### src/rtl/piso_word_serializer_pkg.sv
// Shared encodings and helpers for the parallel-in serial-out word serializer.
package piso_word_serializer_pkg;

    localparam logic [1:0] ST_IDLE  = 2'd0;
    localparam logic [1:0] ST_SHIFT = 2'd1;
    localparam logic [1:0] ST_GAP   = 2'd2;

    localparam int unsigned GAP_CNT_W = 4;

    // Ceiling log2 for elaboration-time width computation.
    function automatic int unsigned clog2(input int unsigned value);
        int unsigned w;
        w = 0;
        while ((32'd1 << w) < value) begin
            w = w + 1;
        end
        return w;
    endfunction

endpackage

### src/rtl/piso_word_serializer_if.sv
// Parallel word handshake plus serial output qualifiers of the serializer.
interface piso_word_serializer_if #(
    parameter int unsigned DATA_WIDTH = 8
);
    logic [DATA_WIDTH-1:0] Data_In;
    logic                  Data_Valid_In;
    logic                  Data_Ready_Out;
    logic                  Serial_Data_Out;
    logic                  Serial_Valid_Out;
    logic                  Frame_Start_Out;
    logic                  Busy_Out;

    modport master (
        output Data_In,
        output Data_Valid_In,
        input  Data_Ready_Out,
        input  Serial_Data_Out,
        input  Serial_Valid_Out,
        input  Frame_Start_Out,
        input  Busy_Out
    );

    modport slave (
        input  Data_In,
        input  Data_Valid_In,
        output Data_Ready_Out,
        output Serial_Data_Out,
        output Serial_Valid_Out,
        output Frame_Start_Out,
        output Busy_Out
    );
endinterface

### src/rtl/piso_shift_core.sv
// Loadable shift register with selectable bit order; zeros shift in behind the word
// so the tap reads 0 once a word has fully drained.
module piso_shift_core #(
    parameter int unsigned DATA_WIDTH = 8,
    parameter bit          LSB_FIRST  = 1'b1
) (
    input  logic                  i_clk,
    input  logic                  i_rst,
    input  logic                  i_load,
    input  logic [DATA_WIDTH-1:0] i_data,
    output logic                  o_tap
);

    logic [DATA_WIDTH-1:0] r_shreg;
    logic [DATA_WIDTH-1:0] w_shifted;

    if (LSB_FIRST) begin : g_lsb
        assign w_shifted = {1'b0, r_shreg[DATA_WIDTH-1:1]};
        assign o_tap     = r_shreg[0];
    end else begin : g_msb
        assign w_shifted = {r_shreg[DATA_WIDTH-2:0], 1'b0};
        assign o_tap     = r_shreg[DATA_WIDTH-1];
    end

    always_ff @(posedge i_clk or posedge i_rst) begin
        if (i_rst) begin
            r_shreg <= '0;
        end else if (i_load) begin
            r_shreg <= i_data;
        end else begin
            r_shreg <= w_shifted;
        end
    end

endmodule

### src/rtl/piso_word_serializer.sv
// Word serializer: one-word holding buffer, IDLE/SHIFT/GAP sequencer and counters
// feeding a shift core; every output comes straight from a flop.
module piso_word_serializer
    import piso_word_serializer_pkg::*;
#(
    parameter int unsigned DATA_WIDTH = 8,
    parameter bit          LSB_FIRST  = 1'b1,
    parameter int unsigned IDLE_GAP   = 0
) (
    input  logic                 Clk_In,
    input  logic                 Reset_In,
    piso_word_serializer_if.slave bus_if
);

    localparam int unsigned          CNT_W    = clog2(DATA_WIDTH);
    localparam logic [CNT_W-1:0]     LAST_BIT = CNT_W'(DATA_WIDTH - 1);
    localparam logic [GAP_CNT_W-1:0] LAST_GAP = GAP_CNT_W'((IDLE_GAP == 0) ? 0 : IDLE_GAP - 1);

    logic [1:0]            r_state;
    logic [DATA_WIDTH-1:0] r_buf_data;
    logic                  r_buf_full;
    logic                  r_ready;
    logic [CNT_W-1:0]      r_bit_cnt;
    logic [GAP_CNT_W-1:0]  r_gap_cnt;
    logic                  r_ser_valid;
    logic                  r_frame_start;
    logic                  r_busy;

    logic [1:0]            w_state_n;
    logic                  w_buf_full_n;
    logic [CNT_W-1:0]      w_bit_cnt_n;
    logic [GAP_CNT_W-1:0]  w_gap_cnt_n;
    logic                  w_ser_valid_n;
    logic                  w_frame_start_n;
    logic                  w_busy_n;
    logic                  w_accept;
    logic                  w_try_load;
    logic                  w_load;
    logic                  w_tap;

    // Next-state and next-output decode; a finished word or gap falls into the shared load decision.
    always_comb begin
        w_state_n       = r_state;
        w_bit_cnt_n     = r_bit_cnt;
        w_gap_cnt_n     = r_gap_cnt;
        w_ser_valid_n   = 1'b0;
        w_frame_start_n = 1'b0;
        w_try_load      = 1'b0;
        w_load          = 1'b0;
        w_accept        = bus_if.Data_Valid_In & r_ready;

        case (r_state)
            ST_IDLE: begin
                w_try_load = 1'b1;
            end
            ST_SHIFT: begin
                if (r_bit_cnt == LAST_BIT) begin
                    if (IDLE_GAP != 0) begin
                        w_state_n   = ST_GAP;
                        w_gap_cnt_n = '0;
                    end else begin
                        w_try_load = 1'b1;
                    end
                end else begin
                    w_bit_cnt_n   = r_bit_cnt + CNT_W'(1);
                    w_ser_valid_n = 1'b1;
                end
            end
            ST_GAP: begin
                if (r_gap_cnt == LAST_GAP) begin
                    w_try_load = 1'b1;
                end else begin
                    w_gap_cnt_n = r_gap_cnt + GAP_CNT_W'(1);
                end
            end
            default: begin
                w_state_n = ST_IDLE;
            end
        endcase

        if (w_try_load) begin
            w_bit_cnt_n = '0;
            if (r_buf_full) begin
                w_load          = 1'b1;
                w_state_n       = ST_SHIFT;
                w_ser_valid_n   = 1'b1;
                w_frame_start_n = 1'b1;
            end else begin
                w_state_n = ST_IDLE;
            end
        end

        // Load needs a full buffer and accept needs an empty one, so they never coincide.
        if (w_load) begin
            w_buf_full_n = 1'b0;
        end else if (w_accept) begin
            w_buf_full_n = 1'b1;
        end else begin
            w_buf_full_n = r_buf_full;
        end

        w_busy_n = (w_state_n != ST_IDLE) || w_buf_full_n;
    end

    always_ff @(posedge Clk_In or posedge Reset_In) begin
        if (Reset_In) begin
            r_state       <= ST_IDLE;
            r_buf_full    <= 1'b0;
            r_ready       <= 1'b1;
            r_bit_cnt     <= '0;
            r_gap_cnt     <= '0;
            r_ser_valid   <= 1'b0;
            r_frame_start <= 1'b0;
            r_busy        <= 1'b0;
        end else begin
            r_state       <= w_state_n;
            r_buf_full    <= w_buf_full_n;
            r_ready       <= ~w_buf_full_n;
            r_bit_cnt     <= w_bit_cnt_n;
            r_gap_cnt     <= w_gap_cnt_n;
            r_ser_valid   <= w_ser_valid_n;
            r_frame_start <= w_frame_start_n;
            r_busy        <= w_busy_n;
        end
    end

    // Holding buffer payload; only meaningful while r_buf_full is set.
    always_ff @(posedge Clk_In) begin
        if (w_accept) begin
            r_buf_data <= bus_if.Data_In;
        end
    end

    piso_shift_core #(
        .DATA_WIDTH (DATA_WIDTH),
        .LSB_FIRST  (LSB_FIRST)
    ) u_shift_core (
        .i_clk  (Clk_In),
        .i_rst  (Reset_In),
        .i_load (w_load),
        .i_data (r_buf_data),
        .o_tap  (w_tap)
    );

    assign bus_if.Data_Ready_Out   = r_ready;
    assign bus_if.Serial_Data_Out  = w_tap;
    assign bus_if.Serial_Valid_Out = r_ser_valid;
    assign bus_if.Frame_Start_Out  = r_frame_start;
    assign bus_if.Busy_Out         = r_busy;

endmodule

### src/flat_wrapper.sv
// flat-port wrapper written by rule: the top's interface ports become plain ports
module piso_word_serializer_flat import piso_word_serializer_pkg::*;
#(
    parameter int unsigned DATA_WIDTH = 8,
    parameter bit          LSB_FIRST  = 1'b1,
    parameter int unsigned IDLE_GAP   = 0
)
  (Clk_In, Reset_In, bus_if_Data_In, bus_if_Data_Valid_In, bus_if_Data_Ready_Out, bus_if_Serial_Data_Out, bus_if_Serial_Valid_Out, bus_if_Frame_Start_Out, bus_if_Busy_Out);
  piso_word_serializer_if #(.DATA_WIDTH(DATA_WIDTH)) bus_if_i ();
  input  logic Clk_In;
  input  logic Reset_In;
  input wire logic [$bits(bus_if_i.Data_In)-1:0] bus_if_Data_In;
  input wire logic [$bits(bus_if_i.Data_Valid_In)-1:0] bus_if_Data_Valid_In;
  output wire logic [$bits(bus_if_i.Data_Ready_Out)-1:0] bus_if_Data_Ready_Out;
  output wire logic [$bits(bus_if_i.Serial_Data_Out)-1:0] bus_if_Serial_Data_Out;
  output wire logic [$bits(bus_if_i.Serial_Valid_Out)-1:0] bus_if_Serial_Valid_Out;
  output wire logic [$bits(bus_if_i.Frame_Start_Out)-1:0] bus_if_Frame_Start_Out;
  output wire logic [$bits(bus_if_i.Busy_Out)-1:0] bus_if_Busy_Out;
  assign bus_if_i.Data_In = bus_if_Data_In;
  assign bus_if_i.Data_Valid_In = bus_if_Data_Valid_In;
  assign bus_if_Data_Ready_Out = bus_if_i.Data_Ready_Out;
  assign bus_if_Serial_Data_Out = bus_if_i.Serial_Data_Out;
  assign bus_if_Serial_Valid_Out = bus_if_i.Serial_Valid_Out;
  assign bus_if_Frame_Start_Out = bus_if_i.Frame_Start_Out;
  assign bus_if_Busy_Out = bus_if_i.Busy_Out;
  piso_word_serializer #(.DATA_WIDTH(DATA_WIDTH), .LSB_FIRST(LSB_FIRST), .IDLE_GAP(IDLE_GAP)) u_core (.Clk_In(Clk_In), .Reset_In(Reset_In), .bus_if(bus_if_i));
endmodule
### config.mk
export PLATFORM = sky130hd
export DESIGN_NAME = piso_word_serializer_flat
export DESIGN_NICKNAME = d
export VERILOG_FILES = /design/src/rtl/piso_word_serializer_pkg.sv /design/src/rtl/piso_word_serializer_if.sv /design/src/rtl/piso_shift_core.sv /design/src/rtl/piso_word_serializer.sv /design/src/flat_wrapper.sv
export SDC_FILE = /design/constraint.sdc
export NUM_CORES = 1
export LEC_CHECK = 0
export ABC_AREA = 1
export ABC_CLOCK_PERIOD_IN_PS = 1500
export CORE_UTILIZATION = 34
export CTS_BUF_LIST = sky130_fd_sc_hd__clkbuf_8
export CTS_CLUSTER_DIAMETER = 120
export DETAILED_ROUTE_END_ITERATION = 6
export PLACE_DENSITY = 0.65
export SYNTH_ARGS = -nofsm -noshare
export SYNTH_HDL_FRONTEND = slang
export SYNTH_SLANG_ARGS = --single-unit
### constraint.sdc
create_clock -name Clk_In -period 1.5 [get_ports Clk_In]
set_input_delay 0.3 -clock Clk_In [delete_from_list [all_inputs] [get_ports Clk_In]]
set_output_delay 0.3 -clock Clk_In [all_outputs]
set_load 0.02 [all_outputs]
==> summary.txt, run 1 <==
Status
  – Run status: finished clean

Timing
  – Transition time at the pin with the least slew margin: 0.482 ns
  – Final setup margin: 0.0635 ns
  – Worst Hold Margin: 0.357 ns
  – Normalized max-slew margin: 67.9%
  – Count of pins over their slew limit: 0
  – Post-route fraction of the period consumed by the critical path: 95.8%
  – Achievable Freq: 696 MHz
  – Final Hold Violating Endpoints: 0
  – Setup clock skew after layout: 0.00185 ns
  – Final Setup Violations: 0
  – Post-layout minimum cycle time: 1.44 ns

Drt
  – Drt total wl: 1990 µm
  – Remaining number of nets flagged by the antenna check after routing: 0
  – Remaining routing DRC violations: 0
  – Average wire per cell in the routed design: 11.3 µm
  – Ratio of routed vias to standard cells: 4.33
  – Total iterations of the first detailed-routing run: 4
  – Violation count after the first detailed-routing iteration: 9
  – Total via count after detailed routing: 767

Power and ir drop
  – Overall power consumption: 2.72 mW
  – Static leakage power: 0.735 nW
  – Pwr per Cell Area: 1790 nW/µm²
  – Largest voltage drop on the vdd net: 0.677 mV

Setup path
  – Endpoint arrival time on the critical path: 1.59 ns
  – Critical path data required time: 1.65 ns
  – Kind of critical path: reg2reg
  – Capturing element type of the critical path: flop
  – Crit path from: u_core.r_bit_cnt[0]
  – Longest individual stage delay on the worst path: 0.39 ns
  – Cell at the slowest stage of the critical path: dfrtp_1
  – R2R depth: 6
  – Critical-path maximum fanout: 7
  – Startpoint type of the worst setup path: flop
  – Chain of cells forming the critical path: ha_1, ha_2, o21ai_4, nand2_4, nand2_8, nand3_1
  – Worst flop-to-flop path startpoint: u_core.r_bit_cnt[0]
  – Worst R2R Setup Slack: 0.06 ns

Placed design
  – Number of port buffers: 15
  – Worst-case setup slack after placement: 0.0197 ns
  – Post-detailed-placement half-perimeter wirelength: 1320 µm
  – Final weighted congestion in routability-driven placement: 0.708
  – Post-placement cell count: 166
  – DP Area: 1390 µm²

CTS
  – Clk buf depth: 2
  – Total clock buffers created by CTS: 5
  – Clock input transition at the sequential cells of the worst setup and hold paths: 0.06 ns
  – CTS tree: built
  – Root buffer cell: clkbuf_8
  – Number of clock sinks seen by CTS: 30
  – Count of H-tree levels built during CTS: 2
  – Source-to-sink clock delay at the later pin of the worst-skew pair: 0.28 ns

Global routing
  – Busiest grt layer: met2
  – First-pass GRT wire length: 3470 µm
  – Pin count of the biggest net entering global routing: 23
  – Grt met2 use: 23.0%
  – GRT overflow: 0
  – Global-route met3 utilization: 7.56%
  – Gr usage total: 13.7%
  – Met1 track demand over resource in global routing: 13.3%
  – Initial antenna violation count: 0
  – Via count of the first global-routing pass: 837

Die
  – FP Rows: 21
  – Height of the chip: 61.5 µm
  – Horizontal extent of the die: 61.5 µm
  – Initial Utilization: 35.8%
  – Die Area: 3780 µm²
  – Std-Cell Core Area: 3360 µm²
  – Number of ports placed on the die boundary: 16

Synthesis
  – Portion of the post-synthesis area used by sequential elements: 65.8%
  – Combinational family with the most area after synthesis: simple AND/OR/NAND/NOR gates
  – Synth Cell Area: 1200 µm²
  – Area fraction in and, or, nand and nor cells after synthesis: 18.9%
  – Fraction of the mapped netlist area in adder cells: 4.16%
  – Number of distinct standard cells referenced by the synthesized netlist: 22
  – Share of cell area taken by muxes after synthesis: 0%
  – Syn Nets: 121
  – Synthesized-area fraction occupied by xor and xnor cells: 2.91%
  – Cell count after synthesis: 106
  – Post-Syn Area per Cell: 11.4 µm²
  – Post-synthesis register bit count: 30
  – Yosys warning count: 0
  – Compound-Gate Fraction of Synth Area: 2.39%

Finish
  – Commonest cells after routing, fill and taps aside: 32 x nand2_1, 21 x dfrtp_1, 12 x inv_1, 10 x clkdlybuf4s50_1, 9 x nand3_1
  – Net total in the final layout: 145
  – Share of final-layout standard cells stronger than drive strength 1: 15.3%
  – Most frequent standard cell in the layout excluding fill and tap cells: nand2_1
  – Fill cell total of the finished layout: 346
  – Layout Cell Area excl Fill: 1520 µm²
  – Count of inserted antenna diode cells: 0
  – Count of non-filler cells in the finished layout: 177
  – Area overhead of the layout relative to synthesis: 26.1%

Min path
  – Worst hold path class: in2async

Run
  – # Max-Cap Violations: 0
## Yosys cell counts (all sizes together)
cell type	instances	area, µm²
nand2	34	143
dfrtp	21	526
inv	12	45.0
nand3	10	55.1
edfxtp	8	240
ha	4	50.1
nor2	4	25.0
o21ai	4	23.8
xnor2	2	17.5
xor2	2	17.5
a21oi	1	5.00
buf	1	11.3
clkbuf	1	13.8
dfstp	1	26.3
nor3	1	5.00
## metrics by stage
stage	TNS, ns	utilization, %
after floorplan	0	-
after global placement	0	41.4
after detailed placement	0	41.4
after CTS	0	43.9
after global routing	-0.0207	45.1
final	0	45.1
## area by class of cell
class                           instances  area (µm²)  share of cell area [%]
Clock buffer                            5        68.8                    4.53
Clock inverter                          3        12.5                   0.824
Inverter                               12        45.0                    2.97
Multi-Input combinational cell         64         383                    25.2
Sequential cell                        30         792                    52.2
Tap cell                               46        57.6                    3.79
Timing Repair Buffer                   17         159                    10.5
## layer usage
metal | vias up | share of wire [%]
li1 | 383 | -
met1 | 364 | 40
met2 | 15 | 53
met3 | 5 | 4.8
met4 | 0 | 2.4
met5 | - | 0
## sequential cells by signal (all words and copies together) (netlist names)
signal / cells
u_core.r_buf_data: 8
u_core.u_shift_core.r_shreg: 8
u_core.bus_if.Frame_Start_Out: 1
u_core.bus_if.Busy_Out: 1
u_core.r_state: 2
u_core.r_bit_cnt: 3
u_core.bus_if.Data_Ready_Out: 1
u_core.r_buf_full: 1
u_core.r_gap_cnt: 4
u_core.bus_if.Serial_Valid_Out: 1
## worst paths after layout
path                                             endpoint
min in group Clk_In        u_core.u_shift_core.r_shreg[3]
hold reg to reg            u_core.u_shift_core.r_shreg[3]
setup reg to reg                   u_core.bus_if.Busy_Out
max in group asynchronous    u_core.bus_if.Data_Ready_Out
hold / removal             u_core.u_shift_core.r_shreg[7]
setup / recovery                   u_core.bus_if.Busy_Out
## timing repair
item,in CTS,in global routing
setup buffers,0,1
hold buffers,0,0
pin swaps,0,2
endpoints found under the setup margin,6,16
gates cloned,0,2
gates resized for setup,6,3
## critical path, delay by kind of cell, from the launching register on
kind | cells | cell delay [ns]
adder cells (fa/ha/maj) | 2 | 0.42
flip-flops | 1 | 0.39
AND/OR/NAND/NOR | 3 | 0.32
AO/OA/AOI/OAI | 1 | 0.18
## kinds of logic (layout without fill, tap and decap cells)
| logic type | Yosys count | in the layout |
|---|---|---|
| AOI/OAI and AO/OA | 5 | 5 |
| buffers and inverters | 14 | 37 |
| DFF | 30 | 30 |
| and+or+nand+nor | 49 | 51 |
| xor gates and xnor gates | 4 | 4 |
| adders and majority gates | 4 | 4 |
## power breakdown
group / switching [mW] / internal (mW) / total [mW]
clock network: 0.275 / 0.311 / 0.586
logic: 0.556 / 0.333 / 0.889
registers: 0.141 / 1.10 / 1.24
total: 0.973 / 1.75 / 2.72
Note: power is estimated with default switching activity, not from simulation.
==> run 2, diff against run 1 <==
--- a/config.mk
+++ b/config.mk
@@ -10,6 +10,7 @@
 export CORE_UTILIZATION = 34
 export CTS_BUF_LIST = sky130_fd_sc_hd__clkbuf_8
 export CTS_CLUSTER_DIAMETER = 120
+export CTS_CLUSTER_SIZE = 25
 export DETAILED_ROUTE_END_ITERATION = 6
 export PLACE_DENSITY = 0.65
 export SYNTH_ARGS = -nofsm -noshare
==> results of run 2 <==
The final DEF is identical to that of run 1; final timing and power are the same.
